<file path="src/rtl/laser_scan_ctrl.sv">
`timescale 1ns/1ps
`default_nettype none
// =============================================================================
// laser_scan_ctrl : two-centre radius-4 laser coverage search sequencer
// Revision        : 1.0
// =============================================================================
module laser_scan_ctrl #(
    parameter int CNT_W    = 6,
    parameter int MAX_PASS = 15
) (
    input  logic             CLK,
    input  logic             RST_N,
    input  logic             START,
    input  logic             CAND_READY,
    output logic             CAND_VALID,
    output logic [3:0]       CAND_X,
    output logic [3:0]       CAND_Y,
    input  logic             CNT_VALID,
    input  logic [CNT_W-1:0] CNT,
    output logic             MASK_REQ,
    output logic [3:0]       MASK_X,
    output logic [3:0]       MASK_Y,
    input  logic             MASK_DONE,
    output logic [3:0]       C1X,
    output logic [3:0]       C1Y,
    output logic [3:0]       C2X,
    output logic [3:0]       C2Y,
    output logic [CNT_W-1:0] BEST_CNT,
    output logic [3:0]       PASS_NUM,
    output logic             BUSY,
    output logic             DONE
);

    typedef enum logic [2:0] {
        S_IDLE   = 3'd0,
        S_MASK   = 3'd1,
        S_SWEEP  = 3'd2,
        S_DRAIN  = 3'd3,
        S_UPDATE = 3'd4,
        S_FINISH = 3'd5
    } state_t;

    state_t           state;
    state_t           state_nxt;
    logic [7:0]       c1;
    logic [7:0]       c2;
    logic [CNT_W-1:0] best_cnt;
    logic [3:0]       pass_num;
    logic             stable;
    logic             target;       // 0 = optimising C1, 1 = optimising C2
    logic [8:0]       issue_idx;
    logic [8:0]       ret_idx;
    logic [CNT_W-1:0] best;
    logic [7:0]       best_idx;

    logic             xfer;
    logic             ret_ok;
    logic [7:0]       tgt_idx;
    logic             changed;
    logic [3:0]       pass_inc;
    logic             finish_now;

    assign xfer       = (state == S_SWEEP) && CAND_READY;
    // Returns beyond the 256th of a sweep are not expected; they are dropped.
    assign ret_ok     = CNT_VALID && ((state == S_SWEEP) || (state == S_DRAIN)) && !ret_idx[8];
    assign tgt_idx    = target ? c2 : c1;
    assign changed    = (best_idx != tgt_idx);
    assign pass_inc   = pass_num + 4'd1;
    assign finish_now = (!changed && stable) || (pass_inc == 4'(MAX_PASS));

    always_comb begin
        state_nxt = state;
        case (state)
            S_IDLE:   if (START)     state_nxt = S_MASK;
            S_MASK:   if (MASK_DONE) state_nxt = S_SWEEP;
            S_SWEEP:  if (xfer && (issue_idx == 9'd255)) state_nxt = S_DRAIN;
            S_DRAIN:  if (ret_idx[8] || (ret_ok && (ret_idx == 9'd255))) state_nxt = S_UPDATE;
            S_UPDATE: state_nxt = finish_now ? S_FINISH : S_MASK;
            S_FINISH: state_nxt = S_IDLE;
            default:  state_nxt = S_IDLE;
        endcase
    end

    always_ff @(posedge CLK) begin
        if (!RST_N) begin
            state     <= S_IDLE;
            c1        <= 8'd0;
            c2        <= 8'd0;
            best_cnt  <= '0;
            pass_num  <= 4'd0;
            stable    <= 1'b0;
            target    <= 1'b0;
            issue_idx <= 9'd0;
            ret_idx   <= 9'd0;
            best      <= '0;
            best_idx  <= 8'd0;
        end else begin
            state <= state_nxt;
            case (state)
                S_IDLE: begin
                    if (START) begin
                        pass_num <= 4'd0;
                        stable   <= 1'b0;
                        target   <= 1'b0;
                    end
                end
                S_MASK: begin
                    if (MASK_DONE) begin
                        issue_idx <= 9'd0;
                        ret_idx   <= 9'd0;
                        best      <= '0;
                        best_idx  <= 8'd0;
                    end
                end
                S_UPDATE: begin
                    if (target) c2 <= best_idx;
                    else        c1 <= best_idx;
                    best_cnt <= best;
                    pass_num <= pass_inc;
                    if (!finish_now) begin
                        stable <= !changed;
                        target <= !target;
                    end
                end
                default: ;
            endcase
            if (xfer) issue_idx <= issue_idx + 9'd1;
            // ">=" makes ties resolve to the latest (highest) index.
            if (ret_ok) begin
                if (CNT >= best) begin
                    best     <= CNT;
                    best_idx <= ret_idx[7:0];
                end
                ret_idx <= ret_idx + 9'd1;
            end
        end
    end

    assign CAND_VALID = (state == S_SWEEP);
    assign CAND_X     = issue_idx[3:0];
    assign CAND_Y     = issue_idx[7:4];
    assign MASK_REQ   = (state == S_MASK);
    assign MASK_X     = target ? c1[3:0] : c2[3:0];
    assign MASK_Y     = target ? c1[7:4] : c2[7:4];
    assign C1X        = c1[3:0];
    assign C1Y        = c1[7:4];
    assign C2X        = c2[3:0];
    assign C2Y        = c2[7:4];
    assign BEST_CNT   = best_cnt;
    assign PASS_NUM   = pass_num;
    assign BUSY       = (state == S_MASK) || (state == S_SWEEP) ||
                        (state == S_DRAIN) || (state == S_UPDATE);
    assign DONE       = (state == S_FINISH);

endmodule
`default_nettype wire

</file>
<file path="config.mk">
export PLATFORM = sky130hd
export DESIGN_NAME = laser_scan_ctrl
export DESIGN_NICKNAME = d
export VERILOG_FILES = /design/src/rtl/laser_scan_ctrl.sv
export SDC_FILE = /design/constraint.sdc
export NUM_CORES = 1
export LEC_CHECK = 0
export BUFFER_PORTS_ARGS = -buffer_cell sky130_fd_sc_hd__buf_2
export CORE_AREA = 2 2 106 108
export DETAILED_ROUTE_END_ITERATION = 16
export DIE_AREA = 0 0 108 110
export PLACE_DENSITY = 0.44
export SLEW_MARGIN = 30
export SYNTH_ARGS = -nofsm -noshare
export SYNTH_HDL_FRONTEND = slang
export SYNTH_SLANG_ARGS = --single-unit
</file>
<file path="constraint.sdc">
create_clock -name CLK -period 2.3 [get_ports CLK]
set_input_delay 0.46 -clock CLK [delete_from_list [all_inputs] [get_ports CLK]]
set_output_delay 0.46 -clock CLK [all_outputs]
set_load 0.02 [all_outputs]
</file>
# == Word-level counts from Yosys, hierarchy flattened ==
# Cells that the tools add are included.
# classes
add_sub_neg,3
n_lt_le_gt_ge,1
n_eq_ne,14
mux,28
n_bitwise,1
n_reduce_logical,28
# ops
operator,count
2-to-1 mux 8 bit,5
2-to-1 mux 9 bit,4
2-to-1 mux 6 bit,4
adder 9 x 1 -> 9 bit (second input constant),2
== test 9 x 8 -> 1 bit (second input constant),2
2-to-1 mux 3 bit,5
one-hot mux 3 bit (5 select lines),1
2-to-1 mux 4 bit,3
AND reduction 2 bit,5
nonzero test 2 bit,5
!= test 8 bit,1
one-hot mux 4 bit (2 select lines),1
== test 3 x 2 -> 1 bit (second input constant),2
== test 3 bit (second input constant),2
>= comparator 6 bit,1
logical AND 1 bit,6
logical OR 1 bit,6
!= test 2 x 1 -> 1 bit (second input constant),3
adder 4 x 1 -> 4 bit (second input constant),1
== test 4 bit (second input constant),1
!= test 2 bit (second input constant),2
one-hot mux 1 bit (2 select lines),2
AND reduction 4 bit,1
== test 3 x 1 -> 1 bit (second input constant),1
other kinds (5),9
# word_totals
register_bits,63
in_bits,12
out_inout_bits,46
word_cells,86

# == Depth between registers and ports, before layout ==
# logic_depth
depth_word,8
mapped_depth,10
ltp_nobuf,10

# == Worst setup path after synthesis ==
# Ideal clock, no wire load.
# synth_timing
kind,flip-flop to flip-flop
start,register state[0]
end,register ret_idx[8]
setup_ps,128
arrival_time_ps,1846
required_time_ps,2172
path_slack_ps,326
path_stages_with_launch,8
n_path_buf,2
synth_period_minus_slack_ps,1974
path_cell_list,dfxtp_1 > buf_6 > inv_1 > nor3_1 > nand2_2 > buf_2 > a21oi_1 > nor2_1
# synth_via
elab_cells_between_ends,10
classes_between,eq/ne (3); mux (1); reduce/logical (6)
# synth_rtl
element,line,source
from (decl),43,state_t state;
from (signal assigned),98,state <= state_nxt;
== test 3 x 1 -> 1 bit,-,
named net MASK_REQ,20,"output logic MASK_REQ,"
nonzero test 2 bit (no line),-,
AND reduction 2 bit (no line),-,
to (signal assigned),134,ret_idx <= ret_idx + 9'd1;
to (decl),52,logic [8:0] ret_idx;
# The timed path passes the listed nets, and every way through them passes these cells.
# A chain may end at the register's enable or synchronous reset.

# == Worst setup path after layout ==
# layout_timing
start,register state[0]
end,output MASK_REQ
# layout_via
elab_chain_len,1
# layout_rtl
element,line,source
== test 3 x 1 -> 1 bit,142,assign MASK_REQ = (state == S_MASK);
to (decl),20,
# Every way passes these cells.

==> flow_summary.yaml <==
routing:
  drtIter0Drc: 150
  vias_per_cell: 4.67
  wl_mm: 7.67
  wire_per_inst_um: 13.0
  firstDrtPassIters: 5
  vias: 2745
  ant_nets: 0
  drc: 0
synth:
  ys_top_cells_by_area: "dfxtp_1, a21oi_1, nand2_1, ha_1, nor2_1"
  synth_top_area_share_pct: 40.3
  synth_seq_cells: 63
  synth-edff-count: 0
  yosys-top-cells-count: "nand2_1, dfxtp_1, a21oi_1"
  syn_inst: 392
  synth-main-ff-cell: "dfxtp_1"
  synthArstFlopShare_pct: 0
  syn-num-nets: 416
  synth_top_cell_by_area: "dfxtp_1"
  yosysMostFrequentCell: "nand2_1"
  ys_warn_count: 0
  avgSynthCellArea_um2: 7.99
  synth_area_um2: 3130
  synth_cell_types: 40
  yosysSeqAreaShare_pct: 40.3
place:
  gp_congestion: 0.773
  placed_cell_area_um2: 3530
  dp_slack_ps: 288
  hpwl_mm: 5.56
  io_buffers: 57
clocking:
  cts_buffers: 9
  root_buffer: "clkbuf_8"
  cts_buffer_depth: 2
  h-tree-depth: 3
  cts_num_sinks: 63
  post_cts_resized: 0
  cts_tree: "yes"
  post_cts_buffers: 0
  clk_latency_ps: 340
  hold_buffers: 0
  clk_pin_slew_worst_paths_ps: 80
sta:
  clock-skew-final_ps: 6.98
  finalSetupViolCount: 0
  period_share_pct: 87.8
  max_freq_ghz: 0.495
  timing.final.max_slew_violations: 0
  fin_ws_ps: 280
  rsz0062_at_grt: "no"
  worst_slew_margin_rel_pct: 59.0
  tightest_slew_ps: 612
  setup_tns_ps: 0
  whs_ps: 362
  hold_violations: 0
  min_period_ps: 2020
critical_path:
  crit_fanout: 8
  crit_family: "flip-flops"
  crit_buf_inv: 3
  arrival_ps: 1560
  crit_path_end_kind: "primary output"
  reg2reg_from: "ret_idx[0]$_SDFFE_PN0P_"
  r2r-end: "state[0]$_SDFFE_PN0P_"
  crit_path_max_incr_delay_ps: 520
  crit_slowest_cell: "dfxtp_1"
  path_cells: "inv_1 > nor3_1 > buf_4 > buf_2"
  crit_cells: 4
  required_ps: 1840
  criticalPathCategory: "reg -> out"
  r2r_slack_ps: 390
  worstSetupStartpointType: "register"
  reg2reg_depth: 9
die:
  core_um2: 10700
  row_count: 38
  pin_count: 58
  initial_utilization_pct: 29.3
  die-area_um2: 11900
  die_h_um: 110
  die-width_um: 108
global_route:
  grt-ovfl-total: 0
  grt_usage_pct: 13.5
  antenna_found_initial: 0
  grt_pass1_vias: 2521
  grt_max_degree: 33
  grt_pass1_wl_mm: 12.6
hold_path:
  hold_depth: 3
  whs_endpoint: "best[0]$_SDFF_PN0_"
  hp-start: "CNT[0]"
  hp-class: "in -> reg"
power:
  ir_worst_vdd_v: 0.000352
  power.density_nw_per_um2: 734
  total_power_uw: 2760
  p_leak_uw: 0.00149
status:
  status: "finished clean"
final_layout:
  nNetsFinal: 467
  drive_gt1_share_pct: 22.1
  area_growth_pct: 19.8
  antenna_cells: 0
  final_area_um2: 3750
  n_fill_cell: 1180
flow_run:
  cap_viol_max_count: 0
power breakdown:
group          switching, µW  leakage (µW)  internal (µW)  total (µW)
registers               56.6      0.000508           1120        1180
logic                    314      0.000884            178         492
clock network            478     0.0000937            609        1090
logic make-up after synthesis:
kind of cell	synth area share [%]
AOI/OAI and AO/OA	13.3
xor gates and xnor gates	4.75
adders and majority gates	4.79
buffers and inverters	6.67
DFF	40.3
muxes	6.47
and+or+nand+nor	23.8
cell type report:
cell class	instances	area, µm²	share of cell area, %
clock inverters	7	97.6	2.60
repair buffers	67	385	10.3
multi-input cells	289	1660	44.3
well taps	140	175	4.67
flip-flops and latches	63	1260	33.6
inverters	13	48.8	1.30
clock buffers	9	124	3.30
worst max-delay path by stage:
stage | startpoint | endpoint | slack (ps)
detailed placement | CNT[0] | best_idx[1]$_SDFF_PN0_ | 290
finish | state[0]$_SDFFE_PN0P_ | MASK_REQ | 280
floorplan | state[0]$_SDFFE_PN0P_ | ret_idx[8]$_SDFFE_PN0P_ | 330
CTS | state[0]$_SDFFE_PN0P_ | MASK_REQ | 270
global route | state[2]$_SDFFE_PN0P_ | target$_SDFFE_PN0P_ | 100
global placement | CNT[0] | best_idx[0]$_SDFF_PN0_ | 300
metal layers:
layer / track usage [%] / share of wire (%)
met1: 18.2 / 50
met2: 21.5 / 46
met3: 2.82 / 3.3
met4: 4.40 / 1.1
met5: 0 / 0
placed cells by master (no fill, tap or decap), types with 2 or more instances in the layout:
master,instances
dfxtp_1,63
nand3b_1,4
a22oi_1,2
inv_1,12
a21oi_1,61
xor2_1,14
nor3_1,7
nand2_1,72
clkinvlp_4,5
clkbuf_8,9
nor2_1,33
nand2b_1,2
nand4bb_1,2
mux2i_1,9
buf_12,2
buf_2,57
buf_4,8
mux2_2,10
xnor2_1,3
and3_1,5
ha_1,12
bufinv_16,2
nand4_1,3
o21ai_0,11
a21o_1,2
nand3_1,23
tightest hold or removal path: stages:
cell and delay, ps:
buf_2 100, nand2_1 50, a21oi_1 50
stage by stage:
step / cells / util, %
3_3_place_gp: 572 / 33.0
2_1_floorplan: 392 / -
3_5_place_dp: 572 / 33.0
4_1_cts: 588 / 35.1
6_report: 588 / 35.1
5_1_grt: 588 / 35.1
sequential cells by signal, summed over array words and instances (netlist names), 3 cells and up:
register,count
issue_idx,9
BEST_CNT,6
best,6
c2,8
ret_idx,9
PASS_NUM,4
best_idx,8
c1,8
state,3
Note: power is estimated with default switching activity, not from simulation.
